--- src/rtl/layer_compositor.sv ---
// Fixed-priority, colour-keyed sprite/maze/background compositor with 2-cycle pixel latency and per-frame player collision flags.
// Optional feature macro: LAYER_COMPOSITOR_COLLIDE_EN builds the collision accumulator (otherwise collision is tied to 0).
module layer_compositor #(
  parameter int          NUM_LAYERS  = 5,
  parameter logic [11:0] KEY_COLOR   = 12'h000,
  parameter logic [11:0] OPAQUE_MASK = 12'h000,
  parameter logic [11:0] OPAQUE_VAL  = 12'h000,
  parameter int          H_LAST      = 799,
  parameter int          V_LAST      = 524,
  parameter int          FCNT_W      = 8
) (
  input  logic                       clk,
  input  logic                       rst,
  input  logic                       bright,
  input  logic [9:0]                 hCount,
  input  logic [9:0]                 vCount,
  input  logic [NUM_LAYERS-1:0]      layer_fill,
  input  logic [12*NUM_LAYERS-1:0]   layer_color,
  input  logic                       maze_fill,
  input  logic [11:0]                maze_color,
  input  logic [11:0]                background,
  output logic [11:0]                rgb,
  output logic                       frame_done,
  output logic [NUM_LAYERS-1:0]      collision,
  output logic [FCNT_W-1:0]          frame_cnt
);

  function automatic logic is_opaque(input logic fill, input logic [11:0] color);
    return fill && (color != KEY_COLOR) && ((color & OPAQUE_MASK) == OPAQUE_VAL);
  endfunction

  logic [NUM_LAYERS-1:0] opaque;
  logic [11:0]           pix_d;
  logic                  frame_end;

  logic [11:0]           pix_p1_q;
  logic                  vld_p1_q;
  logic [11:0]           rgb_p2_q;
  logic                  frame_done_q;
  logic [FCNT_W-1:0]     fcnt_q;

  assign frame_end = (hCount == 10'(H_LAST)) && (vCount == 10'(V_LAST));

  always_comb begin
    opaque = '0;
    for (int i = 0; i < NUM_LAYERS; i++) begin
      opaque[i] = is_opaque(layer_fill[i], layer_color[12*i +: 12]);
    end
  end

  // Walk from lowest priority upward so the lowest-index opaque layer is the last write.
  always_comb begin
    pix_d = maze_fill ? maze_color : background;
    for (int i = NUM_LAYERS - 1; i >= 0; i--) begin
      if (opaque[i]) pix_d = layer_color[12*i +: 12];
    end
  end

  always_ff @(posedge clk) begin
    if (!rst) begin
      pix_p1_q     <= 12'h000;
      vld_p1_q     <= 1'b0;
      rgb_p2_q     <= 12'h000;
      frame_done_q <= 1'b0;
      fcnt_q       <= '0;
    end else begin
      // stage 1: selected colour and visible flag
      pix_p1_q     <= pix_d;
      vld_p1_q     <= bright;
      // stage 2: blank outside the visible area
      rgb_p2_q     <= vld_p1_q ? pix_p1_q : 12'h000;
      frame_done_q <= frame_end;
      if (frame_end) fcnt_q <= fcnt_q + FCNT_W'(1);
    end
  end

  assign rgb        = rgb_p2_q;
  assign frame_done = frame_done_q;
  assign frame_cnt  = fcnt_q;

`ifdef LAYER_COMPOSITOR_COLLIDE_EN
  logic [NUM_LAYERS-1:0] hits;
  logic [NUM_LAYERS-1:0] acc_q, acc_d;
  logic [NUM_LAYERS-1:0] coll_q, coll_d;

  // The frame-end pixel's own hits are folded into the report, not carried into the next frame.
  always_comb begin
    hits = '0;
    for (int i = 1; i < NUM_LAYERS; i++) begin
      hits[i] = bright && opaque[0] && opaque[i];
    end
    acc_d  = acc_q | hits;
    coll_d = coll_q;
    if (frame_end) begin
      coll_d = acc_q | hits;
      acc_d  = '0;
    end
  end

  always_ff @(posedge clk) begin
    if (!rst) begin
      acc_q  <= '0;
      coll_q <= '0;
    end else begin
      acc_q  <= acc_d;
      coll_q <= coll_d;
    end
  end

  assign collision = coll_q;
`else
  assign collision = '0;
`endif

endmodule
--- config.mk ---
export PLATFORM = sky130hd
export DESIGN_NAME = layer_compositor
export DESIGN_NICKNAME = d
export VERILOG_FILES = /design/src/rtl/layer_compositor.sv
export SDC_FILE = /design/constraint.sdc
export NUM_CORES = 1
export LEC_CHECK = 0
export CORE_ASPECT_RATIO = 1.1
export CORE_UTILIZATION = 33
export DETAILED_ROUTE_END_ITERATION = 10
export GPL_TIMING_DRIVEN = 0
export HOLD_SLACK_MARGIN = 0.05
export PLACE_DENSITY_LB_ADDON = 0.15
export SLEW_MARGIN = 20
export SYNTH_ARGS = -nofsm -noshare
export SYNTH_HDL_FRONTEND = slang
export SYNTH_SLANG_ARGS = --single-unit
--- constraint.sdc ---
create_clock -name clk -period 1.9 [get_ports clk]
set_clock_uncertainty 0.05 [all_clocks]
set_input_delay 0.38 -clock clk [delete_from_list [all_inputs] [get_ports clk]]
set_output_delay 0.38 -clock clk [all_outputs]
set_load 0.01 [all_outputs]
* Yosys cells after proc, flatten, opt, wreduce, memory -nomap -nowiden
Cells that the tools add are included.
** Operators by class
- Add/sub/neg operators :: 1
- Equal/unequal tests :: 2
- Mux-type cells :: 6
- Reductions and logical operators :: 12
** Operators by type and width (count)
- 12-bit two-way mux :: 6
- 12-bit nonzero test :: 5
- 10-bit == test, second input constant :: 2
- 8-bit by 1-bit adder with 8-bit output, second input constant :: 1
- 1-bit logical AND :: 6
- 2-bit AND reduction :: 1
** Word-level totals
- Register bits after elaboration :: 34
- Input port bits :: 113
- Output and inout port bits :: 26
- Logic and storage cells :: 26

* Depth between registers and ports, before layout
Gate-level depths: netlist (run 1).
- Depth in word-level cells :: 7
- Gate-level depth with buffers :: 6

* Least setup slack after synthesis (run 1)
Ideal clock, no wire load.
- Kind :: input to register
- Start :: input layer_color[15]
- End :: register pix_p1_q[3]
- Library setup time :: 0.120 ns
- Data arrival time :: 1.733 ns
- Required time :: 1.730 ns
- Setup slack :: -0.002 ns
- Cell stages on the path :: 6
- Cells stage by stage :: or4_1 -> o31ai_4 -> buf_6 -> o2111ai_1 -> a31oi_1 -> o21ai_1
** Between the ends
- Cells in the longest elaborated chain, start to end :: 4
** Ends and longest elaborated chain
- start, declared :: line 18 : input logic [12*NUM_LAYERS-1:0] layer_color,
- 12-bit nonzero test :: line 29 : return fill && (color != KEY_COLOR) && ((color & OPAQUE_MASK) == OPAQUE_VAL);
- 1-bit logical AND :: line 29
- 12-bit two-way mux (*) (2 in a row) :: line 55 : if (opaque[i]) pix_d = layer_color[12*i +: 12];
- end signal, assigned :: line 68 : pix_p1_q <= pix_d;
- end, declared :: line 36 : logic [11:0] pix_p1_q;
Mark *: on every way between the ends. The rest lies on a longest branch, timed or not.
A chain may end at the register's enable or synchronous reset.

* Worst setup path after layout (run 1)
- Start :: input layer_color[14]
- End :: register pix_p1_q[3]
** Between the ends
- Cells in the longest elaborated chain, start to end :: 4
** Ends and longest elaborated chain (line)
- 12-bit nonzero test :: 29
- 1-bit logical AND :: 29
- 12-bit two-way mux (2 in a row) :: 55
Every way passes these cells.

==> results of run 1 <==
-- worst register-to-register path: cells and delay by family (launching register included) --
| kind | cells | cell delay [ns] |
|---|---|---|
| flip-flops | 1 | 0.39 |
| AND/OR/NAND/NOR | 2 | 0.39 |
| adder cells (fa/ha/maj) | 1 | 0.18 |
| XOR/XNOR | 1 | 0.16 |
| buffers and inverters | 1 | 0.07 |
-- kinds of logic after synthesis --
logic type | count (synthesis) | share of synthesized area
compound gates | 64 | 0.225
xor+xnor | 7 | 0.0279
fa+ha+maj | 1 | 0.00569
buf+inv | 21 | 0.0518
flops | 34 | 0.310
mux | 17 | 0.0842
other cells | 1 | 0.00171
simple gates | 108 | 0.294
-- cells in the mapped netlist (4+ instances only) --
| cell type | number | area share |
|---|---|---|
| mux2_2 | 11 | 0.056 |
| buf_4 | 7 | 0.024 |
| a31oi_1 | 4 | 0.011 |
| nor4_2 | 4 | 0.023 |
| a221oi_1 | 5 | 0.020 |
| and3_1 | 12 | 0.034 |
| nor4_1 | 7 | 0.020 |
| nor3_1 | 8 | 0.018 |
| nand3_1 | 6 | 0.014 |
| mux2i_1 | 5 | 0.023 |
| xnor2_1 | 7 | 0.028 |
| o211ai_1 | 5 | 0.017 |
| o22ai_1 | 5 | 0.014 |
| or4_1 | 6 | 0.020 |
| nor2_1 | 13 | 0.022 |
| nand2_1 | 29 | 0.050 |
| inv_1 | 4 | 0.0068 |
| nand4_1 | 8 | 0.023 |
| dfxtp_1 | 34 | 0.31 |
| clkbuf_1 | 6 | 0.010 |
| o21ai_0 | 12 | 0.027 |
| a21oi_1 | 7 | 0.016 |
| o21ai_1 | 4 | 0.0091 |
-- stage by stage --
stage | hold WS, ns | power (mW) | setup TNS (ns) | std cells
after floorplan | 0.394 | 0.956 | 0 | 257
after global placement | 0.403 | 1.27 | -9.11 | 469
after detailed placement | 0.406 | 1.28 | -9.27 | 469
after CTS | 0.425 | 1.96 | -0.00563 | 490
after global routing | 0.385 | 2.08 | -0.105 | 499
final | 0.375 | 1.98 | -0.0144 | 499
-- power groups by stage --
stage / Combinational, mW / Clock [mW] / Sequential [mW]
floorplan: 0.194 / 0 / 0.762
global placement: 0.512 / 0 / 0.761
detailed placement: 0.518 / 0 / 0.762
CTS: 0.557 / 0.658 / 0.746
global route: 0.633 / 0.699 / 0.748
finish: 0.597 / 0.639 / 0.746
-- cell type report --
| class | instances | area (um2) | share of cell area |
|---|---|---|---|
| Inverter | 5 | 18.8 | 0.00447 |
| Multi-Input combinational cell | 203 | 1730 | 0.412 |
| Timing Repair Buffer | 153 | 1440 | 0.344 |
| Tap cell | 80 | 100 | 0.0239 |
| Clock buffer | 5 | 68.8 | 0.0164 |
| Buffer | 16 | 110 | 0.0262 |
| Clock inverter | 3 | 45.0 | 0.0107 |
| Sequential cell | 34 | 681 | 0.162 |
-- registers in the layout, summed over array words and instances (netlist names) --
name        count
vld_p1_q        1
frame_cnt       8
frame_done      1
pix_p1_q       12
rgb            12
-- routing by layer --
layer  GRT usage  up-vias  routed length (um)
met5           0        -                   0
met4      0.0763        0                 170
met3      0.0354       18                 415
met2       0.426      121                4370
met1       0.246     1274                3090
li1            -     1302                   -
-- worst max path at each step --
stage / from / end / slack, ns / cells after the start
2_1_floorplan: layer_color[19] / pix_p1_q[3]$_SDFF_PN0_ / 0.01 / 6
3_3_place_gp: layer_color[19] / pix_p1_q[0]$_SDFF_PN0_ / -0.68 / 6
3_5_place_dp: layer_color[54] / pix_p1_q[3]$_SDFF_PN0_ / -0.70 / 6
4_1_cts: layer_color[59] / pix_p1_q[3]$_SDFF_PN0_ / -0.006 / 6
5_1_grt: layer_color[14] / pix_p1_q[3]$_SDFF_PN0_ / -0.04 / 7
6_report: layer_color[14] / pix_p1_q[3]$_SDFF_PN0_ / -0.01 / 7
-- timing repair --
action / 4_1_cts / 5_1_grt
buffers inserted: 12 / 9
gates resized for setup: 98 / 63
endpoints found under the setup margin: 16 / 16
pin swaps: 30 / 31
cloned: 1 / 1
==> results.toml, run 1 <==
[run_status]
status = "finished, violations left"
violations = "setup timing"

[grt]
grt_pass1_wl_um = 11900
grt_overflow = 0
grt_max_degree = 13
antenna_found_initial = 0
grt_pass1_vias = 2536
track_usage = 0.222

[clock_tree]
clk_latency_ns = 0.28
ctsRootBufferMaster = "clkbuf_8"
cts_buffer_depth = 2
cts.sink_count = 34
cts_tree = "yes"
cts_buffers = 5
hold_buffers = 0
clk_pin_slew_ns = 0.07
htreeDepth = 2

[finish]
fin_nets = 532
layout_commonest_cell = "clkdlybuf4s50_1"
n_antenna_cell = 0
final_util = 0.665
fillCellCount = 526
most-common-layout-cells = "clkdlybuf4s50_1 (84), dfxtp_1 (34), nand2_1 (28)"
finish.instance_area_mm2 = 0.00420
areaGrowthSynthToFinish_pct = 90.8
drive_gt1_frac = 0.284

[job]
max_cap_violations = 0

[floorplan]
die_h_um = 87.6
rows = 30
die_x_um = 79.8
core_area_mm2 = 0.00631
dieArea_mm2 = 0.00699
io_pins = 139
start_util = 0.349

[drt]
wl_um = 8040
vias = 2715
first_pass_iters = 4
vias_per_cell = 5.44
ant_nets = 0
drt-wirelength-per-cell_um = 16.1
drt_iter0_drc = 103
drc_errors = 0

[synth]
synth-edff-count = 0
netlist_area_mm2 = 0.00220
yosys.cell_types.count = 51
synthArstFlopShare = 0
seq_area_frac_synth = 0.310
ys.flop_type = "dfxtp_1"
ys_seq_elements = 34
synth.avg_cell_area_um2 = 8.69
synth_cells = 253
ys.warnings.count = 0

[sta]
period_share = 1.01
max_freq_ghz = 0.522
rsz0062_at_grt = "yes"
fin_ws_ns = -0.0144
max_slew_margin = 0.644
drv_slew = 0
worstMarginPinSlew_ns = 0.533
hold_viol = 0
period_needed_ns = 1.91
setup_viol = 1

[worst_setup_path]
reg2reg_slack_ns = 0.53
cpLargestDelayFamily = "compound AO/OA/AOI/OAI gates"
crit_type = "input pin to flip-flop"
cp.arrival_ns = 2.03
worstPathMaxFanout = 7
cpPeakStageDelay_ns = 0.53
worst-path-buf-inv = 2
cp_data_required_time_ns = 2.01
r2r_start = "frame_cnt[0]$_SDFFE_PN0P_"
r2r_cells = 5
path_cells = "buf_8 -> or4_4 -> o31ai_4 -> buf_6 -> o2111ai_2 -> a31oi_1 -> o21ai_1"
start_kind = "input pin"
crit_path_end_kind = "flip-flop"
cp_slowest_cell = "or4_4"
timing.rr.end = "frame_cnt[4]$_SDFFE_PN0P_"

[placed_design]
pre_cts_slack_ns = -0.705
dp.final_hpwl_um = 6150
numPortBuffers = 132
place_area_mm2 = 0.00364
gp_congestion = 0.940

[hold_path]
min_from = "layer_color[9]"
hold-path-cell-count = 3
hp-class = "input pin to flip-flop"
hold_end = "pix_p1_q[9]$_SDFF_PN0_"

[power_and_ir_drop]
comb_power_share = 0.301
p_clk_frac = 0.322
power.internal_mw = 1.47
p_switching_mw = 0.512
p_per_area_mw_per_mm2 = 472
power.leakage_nw = 1.69
switching_share = 0.258
ir_worst_vdd_uv = 603
pwr-share-seq = 0.376
No activity file was read; power rests on OpenSTA's default activity.
==> run 2, diff against run 1 <==
--- a/config.mk
+++ b/config.mk
@@ -5,8 +5,9 @@
 export SDC_FILE = /design/constraint.sdc
 export NUM_CORES = 1
 export LEC_CHECK = 0
+export ABC_CLOCK_PERIOD_IN_PS = 2200
 export CORE_ASPECT_RATIO = 1.1
-export CORE_UTILIZATION = 33
+export CORE_UTILIZATION = 37
 export DETAILED_ROUTE_END_ITERATION = 10
 export GPL_TIMING_DRIVEN = 0
 export HOLD_SLACK_MARGIN = 0.05
==> constraint.sdc (replaced) <==
create_clock -name clk -period 2.2 [get_ports clk]
set_clock_uncertainty 0.05 [all_clocks]
set_input_delay 0.44 -clock clk [delete_from_list [all_inputs] [get_ports clk]]
set_output_delay 0.44 -clock clk [all_outputs]
set_load 0.01 [all_outputs]
==> run 2 against run 1 <==
  * The flow now finishes without violations
  * First-iteration DRC count grew 14%
  * Sequential cell count did not move
  * Cell count is 2.2% lower
  * Design area is 3.2% lower
  * Critical path depth unchanged
  * Global-route usage up 1.5 points
  * Via count down 2.4%
  * Clock power fell by 16%
  * Critical endpoint is now pix_p1_q[1]$_SDFF_PN0_
  * Highest routed layer unchanged
==> results.toml, run 2 (same netlist as run 1, synthesis figures left out) <==
[run_status]
status = "finished, final reports clean"

[hold_path]
hp-class = "flip-flop to flip-flop"
hold_end = "rgb[9]$_SDFF_PN0_"
min_from = "pix_p1_q[9]$_SDFF_PN0_"
hold-path-cell-count = 1

[floorplan]
rows = 29
die_x_um = 75.5
core_area_mm2 = 0.00573
dieArea_mm2 = 0.00625
die_h_um = 82.8
start_util = 0.383
io_pins = 139

[finish]
fillCellCount = 468
drive_gt1_frac = 0.192
instances_no_fill = 488
layout_commonest_cell = "clkdlybuf4s50_1"
areaGrowthSynthToFinish_pct = 84.7
n_antenna_cell = 0
most-common-layout-cells = "clkdlybuf4s50_1 (102), dfxtp_1 (34), nand2_1 (29)"
fin_nets = 524
finish.instance_area_mm2 = 0.00406

[worst_setup_path]
worstPathMaxFanout = 6
r2r_start = "frame_cnt[0]$_SDFFE_PN0P_"
reg2reg_slack_ns = 0.78
cp_data_required_time_ns = 2.29
cp.arrival_ns = 2.27
timing.rr.end = "frame_cnt[4]$_SDFFE_PN0P_"
r2r_cells = 5
crit_path_end_kind = "flip-flop"
crit_type = "input pin to flip-flop"
start_kind = "input pin"

[power_and_ir_drop]
power.leakage_nw = 1.67
p_per_area_mw_per_mm2 = 414
ir_worst_vdd_uv = 443
totalPowerFinal_mw = 1.68

[sta]
max_slew_margin = 0.664
max_freq_ghz = 0.460
hold_viol = 0
period_share = 0.987
worstMarginPinSlew_ns = 0.504
tns_ns = 0
setup_viol = 0
drv_slew = 0
whs_ns = 0.415
period_needed_ns = 2.17

[grt]
grtUsageMet1 = 0.268
track_usage = 0.237
antenna_found_initial = 0
grt_use_met2 = 0.422
grt_overflow = 0
grt_pass1_vias = 2515
use_met3 = 0.0388
grt_max_degree = 12
grt.busiest_layer = "met2"
grt_pass1_wl_um = 11500

[clock_tree]
clk_pin_slew_ns = 0.07
cts_buffers = 5
htreeDepth = 2
clk_latency_ns = 0.27
cts.sink_count = 34
cts_tree = "yes"
ctsRootBufferMaster = "clkbuf_8"
cts_buffer_depth = 2

[drt]
wl_um = 7540
drt-wirelength-per-cell_um = 15.5
vias_per_cell = 5.43
first_pass_iters = 5
drt_iter0_drc = 117
ant_nets = 0
drc_errors = 0
vias = 2649

[placed_design]
gp_congestion = 0.891
dp.cells = 466
dp.final_hpwl_um = 5880
numPortBuffers = 132
place_area_mm2 = 0.00363

[job]
max_cap_violations = 0
## run 2: how the worst max path moves through the flow
stage | slack, ns | end | startpoint | cells after the start
floorplan | 0.24 | pix_p1_q[3]$_SDFF_PN0_ | layer_color[15] | 6
CTS | 0.0002 | pix_p1_q[5]$_SDFF_PN0_ | layer_color[38] | 7
finish | 0.03 | pix_p1_q[1]$_SDFF_PN0_ | layer_color[12] | 7
global route | -0.02 | pix_p1_q[0]$_SDFF_PN0_ | layer_color[1] | 7
global placement | -0.43 | pix_p1_q[3]$_SDFF_PN0_ | layer_color[54] | 6
detailed placement | -0.49 | pix_p1_q[3]$_SDFF_PN0_ | layer_color[54] | 6
## run 2: worst max-delay path: stages
cell and delay (ns):
dlygate4sd2_1 0.28, or4_4 0.56, o31ai_4 0.37, buf_4 0.17, nor3b_2 0.19, a2bb2oi_2 0.19, a311oi_2 0.06
## run 2: cell type report
class	count	area [um2]	share of cell area
plain buffers	16	104	0.0256
repair buffers	146	1490	0.368
clock buffers	5	68.8	0.0169
multi-input cells	202	1560	0.384
well taps	77	96.3	0.0237
clock inverters	3	40.0	0.00986
inverters	5	18.8	0.00462
flip-flops and latches	34	681	0.168
## run 2: power by group
group	switching [mW]	total (mW)	internal, mW
Combinational	0.206	0.497	0.291
Clock	0.206	0.539	0.333
Sequential	0.00482	0.644	0.639
## run 2: routing by layer
layer  part of all wire  vias up
met5                  0        -
met4              0.043        0
met3              0.066       29
met2               0.51      157
met1               0.38     1181
li1                   -     1282
## run 2: per-stage QoR
step | utilization | setup slack, ns
6_report | 0.708 | 0.0278
5_1_grt | 0.708 | -0.0236
4_1_cts | 0.677 | 0.000208
3_5_place_dp | 0.633 | -0.487
3_3_place_gp | 0.633 | -0.427
2_1_floorplan | - | 0.238
## run 2: what timing repair did
| item | CTS | global route |
|---|---|---|
| cloned | 1 | 1 |
| pin swaps | 11 | 15 |
| gates resized for setup | 28 | 32 |
| setup buffers | 4 | 8 |
| endpoints found under the setup margin | 11 | 12 |
| hold buffers | 0 | 0 |
==> run 3, diff against run 2 <==
--- a/config.mk
+++ b/config.mk
@@ -5,7 +5,6 @@
 export SDC_FILE = /design/constraint.sdc
 export NUM_CORES = 1
 export LEC_CHECK = 0
-export ABC_CLOCK_PERIOD_IN_PS = 2200
 export CORE_ASPECT_RATIO = 1.1
 export CORE_UTILIZATION = 37
 export DETAILED_ROUTE_END_ITERATION = 10
==> results of run 3 <==
Final layout, timing and power as in run 2 (identical DEF).
